$ cat src/rtl/module_captura_numeros.sv
// Operand-entry front end: debounced buttons plus DIP-switch BCD digits are
// accumulated into two 12-bit binary operands for the adder datapath.

module captura_sync #(
    parameter int W = 1
) (
    input  logic         clk,
    input  logic         rst,
    input  logic [W-1:0] raw,
    output logic [W-1:0] synced
);
    logic [W-1:0] meta;

    always_ff @(posedge clk) begin
        if (!rst) begin
            meta   <= '0;
            synced <= '0;
        end else begin
            meta   <= raw;
            synced <= meta;
        end
    end
endmodule

// A level change is accepted only after DEBOUNCE_CYCLES consecutive cycles of
// disagreement; any agreeing cycle restarts the count.
module captura_debounce #(
    parameter int DEBOUNCE_CYCLES = 270000
) (
    input  logic clk,
    input  logic rst,
    input  logic level_sync,
    output logic press
);
    localparam int CW = (DEBOUNCE_CYCLES < 2) ? 1 : $clog2(DEBOUNCE_CYCLES + 1);

    logic [CW-1:0] cnt;
    logic          level_db;
    logic          level_db_q;

    always_ff @(posedge clk) begin
        if (!rst) begin
            cnt        <= '0;
            level_db   <= 1'b0;
            level_db_q <= 1'b0;
            press      <= 1'b0;
        end else begin
            level_db_q <= level_db;
            press      <= level_db & ~level_db_q;
            if (level_sync == level_db) begin
                cnt <= '0;
            end else if (cnt == CW'(DEBOUNCE_CYCLES - 1)) begin
                level_db <= ~level_db;
                cnt      <= '0;
            end else begin
                cnt <= cnt + 1'b1;
            end
        end
    end
endmodule

module module_captura_numeros #(
    parameter int DEBOUNCE_CYCLES = 270000,
    parameter int DIGITS          = 3
) (
    input  logic        clk,
    input  logic        rst,
    input  logic [3:0]  sw_digit,
    input  logic        btn_ingresar,
    input  logic        btn_borrar,
    output logic [11:0] first_num,
    output logic [11:0] second_num,
    output logic        numeros_listos,
    output logic        listo_pulso,
    output logic        error_digito,
    output logic [1:0]  estado,
    output logic [1:0]  digitos
);
    localparam int NUM_BTNS = 2;
    localparam logic [1:0] LAST_DIGIT = 2'(DIGITS - 1);

    typedef enum logic [1:0] {
        S_NUM1  = 2'd0,
        S_NUM2  = 2'd1,
        S_LISTO = 2'd2
    } state_t;

    logic [3:0]          digit_sync;
    logic [NUM_BTNS-1:0] btn_sync;
    logic [NUM_BTNS-1:0] btn_press;
    logic                press_ingresar;
    logic                press_borrar;

    state_t     state;
    logic [1:0] cnt;

    captura_sync #(.W(4 + NUM_BTNS)) u_sync (
        .clk    (clk),
        .rst    (rst),
        .raw    ({sw_digit, btn_borrar, btn_ingresar}),
        .synced ({digit_sync, btn_sync})
    );

    for (genvar b = 0; b < NUM_BTNS; b++) begin : g_db
        captura_debounce #(.DEBOUNCE_CYCLES(DEBOUNCE_CYCLES)) u_db (
            .clk        (clk),
            .rst        (rst),
            .level_sync (btn_sync[b]),
            .press      (btn_press[b])
        );
    end

    assign press_ingresar = btn_press[0];
    assign press_borrar   = btn_press[1];

    // x*10 as (x<<3)+(x<<1); operands never exceed 999 so 12 bits suffice.
    function automatic logic [11:0] append_digit(input logic [11:0] x, input logic [3:0] d);
        return (x << 3) + (x << 1) + {8'd0, d};
    endfunction

    always_ff @(posedge clk) begin
        if (!rst) begin
            state          <= S_NUM1;
            cnt            <= '0;
            first_num      <= '0;
            second_num     <= '0;
            numeros_listos <= 1'b0;
            listo_pulso    <= 1'b0;
            error_digito   <= 1'b0;
        end else begin
            listo_pulso  <= 1'b0;
            error_digito <= 1'b0;
            // Clear outranks a simultaneous enter: the digit is dropped silently.
            if (press_borrar) begin
                state          <= S_NUM1;
                cnt            <= '0;
                first_num      <= '0;
                second_num     <= '0;
                numeros_listos <= 1'b0;
            end else if (press_ingresar && state != S_LISTO) begin
                if (digit_sync > 4'd9) begin
                    error_digito <= 1'b1;
                end else begin
                    case (state)
                        S_NUM1: begin
                            first_num <= append_digit(first_num, digit_sync);
                            if (cnt == LAST_DIGIT) begin
                                state <= S_NUM2;
                                cnt   <= '0;
                            end else begin
                                cnt <= cnt + 1'b1;
                            end
                        end
                        S_NUM2: begin
                            second_num <= append_digit(second_num, digit_sync);
                            if (cnt == LAST_DIGIT) begin
                                state          <= S_LISTO;
                                cnt            <= '0;
                                listo_pulso    <= 1'b1;
                                numeros_listos <= 1'b1;
                            end else begin
                                cnt <= cnt + 1'b1;
                            end
                        end
                        default: ;
                    endcase
                end
            end
        end
    end

    assign estado  = state;
    assign digitos = cnt;
endmodule

$ cat config.mk
export PLATFORM = sky130hd
export DESIGN_NAME = module_captura_numeros
export DESIGN_NICKNAME = d
export VERILOG_FILES = /design/src/rtl/module_captura_numeros.sv
export SDC_FILE = /design/constraint.sdc
export NUM_CORES = 1
export LEC_CHECK = 0
export CAP_MARGIN = 10
export CORE_MARGIN = 2
export CORE_UTILIZATION = 28
export CTS_CLUSTER_DIAMETER = 50
export DETAILED_ROUTE_END_ITERATION = 6
export PLACE_DENSITY_LB_ADDON = 0.3
export SYNTH_ARGS = -nofsm -noshare
export SYNTH_HDL_FRONTEND = slang
export SYNTH_SLANG_ARGS = --single-unit
export TNS_END_PERCENT = 10
$ cat constraint.sdc
create_clock -name clk -period 6.25 [get_ports clk]
set_clock_uncertainty 0.1 [all_clocks]
set_input_delay 0.9375 -clock clk [delete_from_list [all_inputs] [get_ports clk]]
set_output_delay 0.9375 -clock clk [all_outputs]
set_load 0.01 [all_outputs]
==> metrics.log, run 1 <==
[metrics] Placement Setup Slack: 2.90 ns
[metrics] GRT Residual Overflow: 0
[metrics] number of hold violations in the final report: 0
[metrics] setup repair bufs after CTS: 0
[metrics] die height: 130 µm
[metrics] cell count after synthesis: 491
[metrics] pin count of the biggest net entering global routing: 24
[metrics] synthesized area divided by synthesized cell count: 9.07 µm²
[metrics] netlist area before placement: 4450 µm²
[metrics] root buffer cell: sky130_fd_sc_hd__clkbuf_16
[metrics] crit path setup slack, layout: 3.30 ns
[metrics] Max-cap violations: 0
[metrics] static leakage power: 0.00202 µW
[metrics] number of nets in the finished design: 578
[metrics] post-route fraction of the period consumed by the critical path: 47.1%
[metrics] CP Launch Type: input pin
[metrics] Initial Utilization: 28.3%
[metrics] floorplan die area: 16900 µm²
[metrics] main combinational cell family by area after synthesis: simple AND/OR/NAND/NOR gates
[metrics] switching share of total power: 21.7%
[metrics] global-route wire length before repair: 16200 µm
[metrics] hold buffer count at CTS: 0
[metrics] aggregate global-route resource usage: 12.1%
[metrics] clock-pin slew on the worst setup and hold paths: 0.06 ns
[metrics] per-cell via count in the routed design: 4.60
[metrics] number of port buffers: 38
[metrics] critical register-to-register path startpoint: second_num[0]
[metrics] critical path capture point type: flip-flop
[metrics] area share of xor/xnor cells in the synthesized design: 8.46%
[metrics] routability-driven placement congestion ratio: 0.791
[metrics] Post-Synthesis Net Count: 541
[metrics] total number of placement rows: 46
[metrics] mux contribution to synthesized area: 0.899%
[metrics] critical path class: input pin to flip-flop
[metrics] fraction of the mapped netlist area in compound gates: 9.80%
[metrics] Final Critical Period: 2.95 ns
[metrics] layout cells sized above 1: 5.26%
[metrics] sum of net half-perimeters after detailed placement: 6930 µm
[metrics] remaining max-slew budget at the tightest pin: 36.3%
[metrics] insertion delay to the later sink of the worst-skew pair: 0.34 ns
[metrics] cts bufs inserted: 9
[metrics] final WL: 9370 µm
[metrics] part of the power in registers: 51.9%
[metrics] path depth of the worst reg2reg path: 9
[metrics] ANT nets after route: 0
[metrics] clock tree from TritonCTS: built
[metrics] core region area: 15700 µm²
[metrics] worst-case register-to-register setup slack: 3.49 ns
[metrics] setup repair after global routing missed its margin: no
[metrics] status: complete, no violations
[metrics] most common flop cell mapped by yosys: sky130_fd_sc_hd__dfxtp_1
[metrics] wire per inst: 12.5 µm
[metrics] share of async-settable or async-resettable flops after synthesis: 0%
[metrics] Worst Path Max Fanout: 20
[metrics] final std cells w/o fill: 748
[metrics] number of antenna violations at the first check in global routing: 0
[metrics] vias in the first global route: 3426
[metrics] area added between synthesis and finish: 18.3%
[metrics] simple-gate share of the synthesized area: 24.7%
[metrics] number of H-tree branching levels: 3
[metrics] Net Sw Power: 234 µW
[metrics] arrival time at the worst endpoint: 3.13 ns
[metrics] accumulated negative setup slack: 0 ns
[metrics] transition time at the pin with the least slew margin: 0.953 ns
[metrics] adder-cell share of the synthesized area: 12.5%
[metrics] sinks on the clock net: 87
[metrics] FF+latch count, synth: 87
[metrics] number of I/O pins: 39
[metrics] via count: 3442
[metrics] most frequently used cell type in the post-synthesis netlist: sky130_fd_sc_hd__dfxtp_1
[metrics] Die X: 130 µm
[metrics] required arrival time at the worst endpoint: 6.43 ns
[metrics] cells taking the most area after synthesis: sky130_fd_sc_hd__dfxtp_1, sky130_fd_sc_hd__ha_1, sky130_fd_sc_hd__nor2_1
[metrics] max-slew violation count: 0
[metrics] cell internal pwr: 846 µW
[metrics] endpoint of the most critical setup path: first_num[11]
[metrics] top cell type's share of synthesized area: 39.1%
[metrics] Max IR drop VDD: 0.140 mV
[metrics] class of the most critical hold timing path: flip-flop to flip-flop
[metrics] Peak Freq: 339 MHz
[metrics] Comb pwr share: 1.9%
[metrics] commonest cells in the synthesized netlist: sky130_fd_sc_hd__dfxtp_1, sky130_fd_sc_hd__nor2_1, sky130_fd_sc_hd__ha_1, sky130_fd_sc_hd__nand2_1, sky130_fd_sc_hd__nand3_1
[metrics] Warnings, synthesis: 0
[metrics] total power per unit cell area: 205 nW/µm²
[metrics] Inserted Diodes: 0
[metrics] cell taking the most area after synthesis: sky130_fd_sc_hd__dfxtp_1
[metrics] count of flip-flops with a built-in enable after synthesis: 0
[metrics] drt first pass iters: 4
[metrics] worst setup path startpoint: rst
[metrics] maximum root-to-sink buffer count: 2
[metrics] number of gates resized after CTS: 0
[metrics] Initial DRC Count: 161
[metrics] Reg2Reg Capture Point: second_num[11]
[metrics] count of endpoints failing setup in the final report: 0
[metrics] number of distinct standard cells referenced by the synthesized netlist: 53
[metrics] DRC violation count after routing: 0
[metrics] sequential area share after synthesis: 39.1%
[metrics] instance count after placement with tap cells included: 733
[metrics] Clock Power Share: 46.3%
per-layer routing:
| layer | share of wire, % | wire (µm) | GRT usage (%) |
|---|---|---|---|
| met5 | 0 | 0 | 0 |
| met4 | 2.7 | 251 | 6.01 |
| met3 | 3.8 | 356 | 2.99 |
| met2 | 45 | 4260 | 19.5 |
| met1 | 48 | 4500 | 15.0 |
power groups by stage:
stage          clock network, µW  logic, µW  registers (µW)
2_1_floorplan                  0       16.1             572
3_3_place_gp                   0       20.0             573
3_5_place_dp                   0       20.5             573
4_1_cts                      518       20.6             560
5_1_grt                      540       22.8             561
6_report                     500       20.1             560
per-stage QoR:
stage	hold WS (ns)	power [µW]	instance area [µm²]	util (%)
5_1_grt	0.307	1120	5270	33.5
3_3_place_gp	0.274	593	4990	31.8
2_1_floorplan	0.267	588	4450	-
6_report	0.285	1080	5270	33.5
3_5_place_dp	0.279	593	4990	31.8
4_1_cts	0.287	1100	5270	33.5
cells in the final DEF (no fill, tap or decap), types with 5 or more instances in the layout:
master and n:
sky130_fd_sc_hd__ha_1 38, sky130_fd_sc_hd__and3_1 10, sky130_fd_sc_hd__nor2_1 63, sky130_fd_sc_hd__nor3_1 6, sky130_fd_sc_hd__dfxtp_1 87, sky130_fd_sc_hd__a21o_1 5
sky130_fd_sc_hd__and2_1 16, sky130_fd_sc_hd__clkbuf_16 9, sky130_fd_sc_hd__inv_1 20, sky130_fd_sc_hd__nor2b_1 10, sky130_fd_sc_hd__xnor2_1 24, sky130_fd_sc_hd__a21oi_1 28
sky130_fd_sc_hd__nand2_1 38, sky130_fd_sc_hd__o211ai_1 5, sky130_fd_sc_hd__nand4_1 12, sky130_fd_sc_hd__o21ai_0 6, sky130_fd_sc_hd__nand3_1 30, sky130_fd_sc_hd__clkdlybuf4s50_1 38
sky130_fd_sc_hd__xor2_1 19, sky130_fd_sc_hd__o21a_1 5
registers in the layout (all words and copies together), names as in the netlist, 6 cells and up:
| register | flops |
|---|---|
| u_sync.meta | 6 |
| g_db.u_db.cnt | 38 |
| first_num | 12 |
| second_num | 12 |
| u_sync.synced | 6 |
critical path, stage by stage:
cell and delay (ns):
sky130_fd_sc_hd__clkdlybuf4s50_1 0.80, sky130_fd_sc_hd__nor2b_1 0.83, sky130_fd_sc_hd__nand3_1 0.13, sky130_fd_sc_hd__or3_1 0.35
sky130_fd_sc_hd__nand3_1 0.08
cells by family after synthesis:
group,after synthesis
muxes,4
buffers and inverters,34
xor gates and xnor gates,43
and+or+nand+nor,214
DFF,87
AOI/OAI and AO/OA,67
adders and majority gates,42
layout make-up:
type / instances / area [µm²]
clock buffer: 11 / 243
sequential: 87 / 1740
timing repair buffer: 40 / 395
multi-input combinational: 370 / 2510
fill: 1638 / 10400
inverter: 20 / 75.1
tap: 216 / 270
clock inverter: 4 / 32.5
worst min path at each step:
| stage | start | end | slack [ns] | cells past startpoint |
|---|---|---|---|---|
| detailed placement | g_db[0].u_db.level_db_q | g_db[0].u_db.press | 0.28 | 1 |
| global placement | g_db[1].u_db.level_db_q | g_db[1].u_db.press | 0.27 | 1 |
| CTS | g_db[0].u_db.level_db_q | g_db[0].u_db.press | 0.29 | 1 |
| global route | g_db[1].u_db.level_db_q | g_db[1].u_db.press | 0.31 | 1 |
| floorplan | g_db[0].u_db.level_db_q | g_db[0].u_db.press | 0.27 | 1 |
| finish | g_db[0].u_db.level_db_q | g_db[0].u_db.press | 0.28 | 1 |
Power figures use the tool's default switching activity.
==> run 2: changes to the inputs <==
==> constraint.sdc (replaced) <==
create_clock -name clk -period 2.6 [get_ports clk]
set_clock_uncertainty 0.1 [all_clocks]
set_input_delay 0.39 -clock clk [delete_from_list [all_inputs] [get_ports clk]]
set_output_delay 0.39 -clock clk [all_outputs]
set_load 0.01 [all_outputs]
==> metrics.log, run 2 (synthesis gave the netlist of run 1 again) <==
[metrics] ANT nets after route: 0
[metrics] cell chain of the critical path: inv_1 -> fa_1 -> fa_2 -> nor2b_1 -> o31a_1 -> o2111ai_2 -> a2111o_1 -> o211ai_1
[metrics] sinks on the clock net: 87
[metrics] critical path class: flip-flop to flip-flop
[metrics] pin count of the biggest net entering global routing: 20
[metrics] critical register-to-register path startpoint: first_num[0]
[metrics] most common cell after layout, fill and taps aside: sky130_fd_sc_hd__dfxtp_1
[metrics] transition time at the pin with the least slew margin: 0.635 ns
[metrics] DRC violation count after routing: 0
[metrics] Inserted Diodes: 0
[metrics] number of I/O pins: 39
[metrics] core occupancy in the finished layout: 34.3%
[metrics] leading cell types in the layout, fill and taps excluded: sky130_fd_sc_hd__dfxtp_1, sky130_fd_sc_hd__nor2_1, sky130_fd_sc_hd__nand2_1, sky130_fd_sc_hd__ha_1, sky130_fd_sc_hd__clkdlybuf4s50_1
[metrics] path depth of the worst reg2reg path: 8
[metrics] total power per unit cell area: 483 nW/µm²
[metrics] buffering stage count on the worst path with inverters included: 1
[metrics] count of endpoints failing setup in the final report: 0
[metrics] static leakage power: 0.00210 µW
[metrics] worst setup path startpoint: first_num[0]
[metrics] routability-driven placement congestion ratio: 0.807
[metrics] multi-input combinational cell area: 2530 µm²
[metrics] required arrival time at the worst endpoint: 2.77 ns
[metrics] class of the most critical hold timing path: flip-flop to flip-flop
[metrics] flip-flop count of the largest register, all copies and words added: 38
[metrics] Initial Utilization: 28.3%
[metrics] CP Launch Type: flip-flop
[metrics] total design power: 2600 µW
[metrics] max-slew violation count: 0
[metrics] wire per inst: 12.3 µm
[metrics] leading registers by flop count: g_db.u_db.cnt x38, first_num x12, second_num x12
[metrics] cell family contributing the most delay on the critical path: adder cells
[metrics] remaining max-slew budget at the tightest pin: 57.6%
[metrics] most flop-heavy register: g_db.u_db.cnt
[metrics] Die X: 130 µm
[metrics] via count: 3466
[metrics] clock-pin slew on the worst setup and hold paths: 0.06 ns
[metrics] number of port buffers: 38
[metrics] GRT Residual Overflow: 0
[metrics] worst-case register-to-register setup slack: 0.03 ns
[metrics] layout cells sized above 1: 9.54%
[metrics] critical path capture point type: flip-flop
[metrics] number of hold violations in the final report: 0
[metrics] clock tree from TritonCTS: built
[metrics] area added between synthesis and finish: 20.9%
[metrics] insertion delay to the later sink of the worst-skew pair: 0.34 ns
[metrics] number of H-tree branching levels: 3
[metrics] per-cell via count in the routed design: 4.55
[metrics] Max IR drop VDD: 0.378 mV
[metrics] arrival time at the worst endpoint: 2.74 ns
[metrics] final WL: 9350 µm
[metrics] max incr delay on CP: 0.53 ns
[metrics] global-route wire length before repair: 15600 µm
[metrics] Fill cells: 1617
[metrics] endpoint of the most critical setup path: first_num[10]
[metrics] root buffer cell: sky130_fd_sc_hd__clkbuf_16
[metrics] accumulated negative setup slack: 0 ns
[metrics] drt first pass iters: 4
[metrics] Initial DRC Count: 204
[metrics] post-route fraction of the period consumed by the critical path: 98.9%
[metrics] vias in the first global route: 3269
[metrics] sum of net half-perimeters after detailed placement: 6880 µm
[metrics] Max-cap violations: 0
[metrics] die height: 130 µm
[metrics] Final Critical Period: 2.57 ns
[metrics] Peak Freq: 389 MHz
[metrics] floorplan die area: 16900 µm²
[metrics] status: complete, no violations
[metrics] cts bufs inserted: 9
[metrics] area occupied by registers: 1750 µm²
[metrics] Worst Path Max Fanout: 3
[metrics] number of nets in the finished design: 591
[metrics] number of antenna violations at the first check in global routing: 0
[metrics] WP depth: 8
[metrics] CP max-delay cell: sky130_fd_sc_hd__fa_1
[metrics] maximum root-to-sink buffer count: 2
[metrics] total number of placement rows: 46
[metrics] core region area: 15700 µm²
[metrics] Reg2Reg Capture Point: first_num[10]
[metrics] aggregate global-route resource usage: 11.5%
run 2: repair_timing:
action / CTS / global route
endpoints found under the hold margin: 0 / 0
gates resized for setup: 0 / 11
endpoints found under the setup margin: 0 / 5
buffers inserted: 0 / 3
hold buffers: 0 / 0
run 2: worst reg2reg max path, stage by stage (launching register included):
cell                        delay (ns)
sky130_fd_sc_hd__dfxtp_1          0.34
sky130_fd_sc_hd__inv_1            0.06
sky130_fd_sc_hd__fa_1             0.53
sky130_fd_sc_hd__fa_2             0.43
sky130_fd_sc_hd__nor2b_1          0.19
sky130_fd_sc_hd__o31a_1           0.25
sky130_fd_sc_hd__o2111ai_2        0.14
sky130_fd_sc_hd__a2111o_1         0.38
sky130_fd_sc_hd__o211ai_1         0.08
run 2: layer usage:
metal / wire (µm) / vias up / part of all wire, % / global-route usage, %
met5: 0 / - / 0 / 0
met4: 80 / 0 / 0.86 / 2.66
met3: 384 / 5 / 4.1 / 3.61
met2: 4290 / 45 / 46 / 19.5
met1: 4590 / 1614 / 49 / 14.4
li1: - / 1802 / - / -
run 2: report_power, final:
group	total (µW)	switching, µW	internal [µW]
Combinational	54.9	30.5	24.4
Clock	1200	549	649
Sequential	1350	5.24	1340
Total	2600	584	2010
run 2: worst min path at each step:
stage | startpoint | end | slack (ns) | cells past startpoint
2_1_floorplan | g_db[0].u_db.level_db_q | g_db[0].u_db.press | 0.27 | 1
3_3_place_gp | g_db[1].u_db.level_db_q | g_db[1].u_db.press | 0.27 | 1
3_5_place_dp | g_db[1].u_db.level_db_q | g_db[1].u_db.press | 0.28 | 1
4_1_cts | g_db[1].u_db.level_db_q | g_db[1].u_db.press | 0.30 | 1
5_1_grt | g_db[1].u_db.level_db_q | g_db[1].u_db.press | 0.31 | 1
6_report | g_db[1].u_db.level_db_q | g_db[1].u_db.press | 0.29 | 1
run 2: cell type report:
type	instances	area share, %
inverter	20	1.39
clock buffer	9	4.18
sequential	87	32.4
clock inverter	6	0.836
tap	216	5.02
timing repair buffer	53	9.15
multi-input combinational	370	47.0
run 2: stage by stage:
| step | setup WS [ns] | cells | cell area (µm²) | hold slack, ns |
|---|---|---|---|---|
| detailed placement | 0.0224 | 743 | 5070 | 0.280 |
| floorplan | 0.0547 | 491 | 4450 | 0.267 |
| global route | -0.0566 | 761 | 5390 | 0.307 |
| global placement | 0.0855 | 743 | 5070 | 0.274 |
| finish | 0.0282 | 761 | 5390 | 0.293 |
| CTS | 0.00971 | 758 | 5340 | 0.296 |
==> run 3: changes to the inputs <==
--- a/config.mk
+++ b/config.mk
@@ -6,10 +6,11 @@
 export NUM_CORES = 1
 export LEC_CHECK = 0
 export CAP_MARGIN = 10
-export CORE_MARGIN = 2
+export CORE_MARGIN = 5
 export CORE_UTILIZATION = 28
 export CTS_CLUSTER_DIAMETER = 50
 export DETAILED_ROUTE_END_ITERATION = 6
+export DONT_BUFFER_PORTS = 1
 export PLACE_DENSITY_LB_ADDON = 0.3
 export SYNTH_ARGS = -nofsm -noshare
 export SYNTH_HDL_FRONTEND = slang
==> metrics.log, run 3 (synthesis gave the netlist of run 1 again) <==
[metrics] number of H-tree branching levels: 3
[metrics] flip-flop count of the largest register, all copies and words added: 38
[metrics] number of I/O pins: 39
[metrics] critical path class: flip-flop to flip-flop
[metrics] total design power: 2640 µW
[metrics] critical path capture point type: flip-flop
[metrics] cts bufs inserted: 9
[metrics] cell family contributing the most delay on the critical path: adder cells
[metrics] Placed Instance Area: 4720 µm²
[metrics] via count: 3373
[metrics] remaining max-slew budget at the tightest pin: 42.0%
[metrics] max incr delay on CP: 0.57 ns
[metrics] root buffer cell: sky130_fd_sc_hd__clkbuf_16
[metrics] leading cell types in the layout, fill and taps excluded: sky130_fd_sc_hd__dfxtp_1, sky130_fd_sc_hd__nor2_1, sky130_fd_sc_hd__nand2_1, sky130_fd_sc_hd__ha_1, sky130_fd_sc_hd__nand3_1
[metrics] CP Launch Type: flip-flop
[metrics] most common cell after layout, fill and taps aside: sky130_fd_sc_hd__dfxtp_1
[metrics] layout cells sized above 1: 11.6%
[metrics] worst hold path cell count: 1
[metrics] cell chain of the critical path: inv_2 -> fa_1 -> inv_1 -> ha_1 -> a21o_1 -> and4_4 -> o211ai_1 -> a2111oi_1 -> a311o_1
[metrics] ANT nets after route: 0
[metrics] Reg2Reg Capture Point: second_num[11]
[metrics] global-route wire length before repair: 15500 µm
[metrics] min-delay src: rst
[metrics] required arrival time at the worst endpoint: 2.72 ns
[metrics] vias in the first global route: 3141
[metrics] hold buffer count at CTS: 0
[metrics] Design Area, Final: 5090 µm²
[metrics] insertion delay to the later sink of the worst-skew pair: 0.34 ns
[metrics] final WL: 9450 µm
[metrics] max-slew violation count: 0
[metrics] critical register-to-register path startpoint: u_sync.synced[5]
[metrics] number of hold violations in the final report: 0
[metrics] DRC violation count after routing: 0
[metrics] Inserted Diodes: 0
[metrics] area added between synthesis and finish: 14.2%
[metrics] number of port buffers: 0
[metrics] Initial Utilization: 28.2%
[metrics] Max IR drop VDD: 0.291 mV
[metrics] wire per inst: 12.9 µm
[metrics] path depth of the worst reg2reg path: 9
[metrics] count of endpoints failing setup in the final report: 0
[metrics] setup repair after global routing missed its margin: yes
[metrics] status: complete, no violations
[metrics] transition time at the pin with the least slew margin: 0.870 ns
[metrics] CP max-delay cell: sky130_fd_sc_hd__fa_1
[metrics] Peak Freq: 398 MHz
[metrics] number of nets in the finished design: 561
[metrics] die height: 136 µm
[metrics] class of the most critical hold timing path: input pin to flip-flop
[metrics] aggregate global-route resource usage: 10.5%
[metrics] leading registers by flop count: g_db.u_db.cnt x38, first_num x12, second_num x12
[metrics] worst-case register-to-register setup slack: 0.09 ns
[metrics] sinks on the clock net: 87
[metrics] Die X: 136 µm
[metrics] worst setup path startpoint: u_sync.synced[5]
[metrics] clock-pin slew on the worst setup and hold paths: 0.07 ns
[metrics] Initial DRC Count: 181
[metrics] pin count of the biggest net entering global routing: 21
[metrics] number of antenna violations at the first check in global routing: 0
[metrics] core region area: 15800 µm²
[metrics] GRT Residual Overflow: 0
[metrics] Final Critical Period: 2.51 ns
[metrics] static leakage power: 0.00201 µW
[metrics] floorplan die area: 18500 µm²
[metrics] routability-driven placement congestion ratio: 0.777
[metrics] per-cell via count in the routed design: 4.61
[metrics] clock tree from TritonCTS: built
[metrics] total number of placement rows: 46
[metrics] post-route fraction of the period consumed by the critical path: 96.7%
[metrics] most flop-heavy register: g_db.u_db.cnt
[metrics] buffering stage count on the worst path with inverters included: 2
[metrics] drt first pass iters: 5
[metrics] total power per unit cell area: 519 nW/µm²
[metrics] Max-cap violations: 0
[metrics] arrival time at the worst endpoint: 2.64 ns
[metrics] Worst Path Max Fanout: 4
[metrics] sum of net half-perimeters after detailed placement: 6910 µm
[metrics] maximum root-to-sink buffer count: 2
[metrics] hold worst-path end: u_sync.meta[2]
## run 3: metrics by stage
stage / setup TNS, ns / utilization, % / setup slack [ns] / std cells / hold slack [ns]
after floorplan: 0 / - / 0.0547 / 491 / 0.267
after global placement: 0 / 29.9 / 0.0891 / 709 / 0.274
after detailed placement: 0 / 29.9 / 0.0254 / 709 / 0.274
after CTS: 0 / 32.2 / 0.0425 / 733 / 0.0493
after global routing: -0.0463 / 32.3 / -0.0432 / 732 / 0.0466
final: 0 / 32.3 / 0.0857 / 732 / 0.0626
## run 3: worst max-delay path by stage
| stage | to | slack [ns] | depth (start not counted) |
|---|---|---|---|
| after global routing | second_num[11] | -0.04 | 9 |
| after global placement | second_num[8] | 0.09 | 9 |
| after detailed placement | second_num[8] | 0.03 | 9 |
| after floorplan | second_num[11] | 0.05 | 9 |
| final | second_num[11] | 0.09 | 9 |
| after CTS | second_num[8] | 0.04 | 9 |
## run 3: routing by layer
metal / GRT usage (%) / part of all wire, % / routed length (µm) / vias up
met2: 16.8 / 45 / 4240 / 71
met3: 3.26 / 5.7 / 541 / 10
met4: 3.02 / 1.2 / 112 / 0
li1: - / - / - / 1736
met5: 0 / 0 / 0 / -
met1: 13.6 / 48 / 4550 / 1556
## run 3: final cells by class
type                       instances  area [µm²]
fill                            1674       10700
multi-input combinational        370        2530
inverter                          20        75.1
clock inverter                     6        55.1
timing repair buffer              23         176
sequential                        87        1750
clock buffer                      10         239
tap                              216         270
## run 3: power by group
part,switching [µW],internal [µW]
logic,25.5,14.9
clock network,567,687
registers,5.64,1340
total,598,2040
## run 3: what timing repair did
action / in CTS / in global routing
cloned: 0 / 0
endpoints found under the setup margin: 1 / 6
pin swaps: 4 / 8
setup buffers: 8 / 0
resized for setup: 5 / 6
endpoints found under the hold margin: 0 / 0
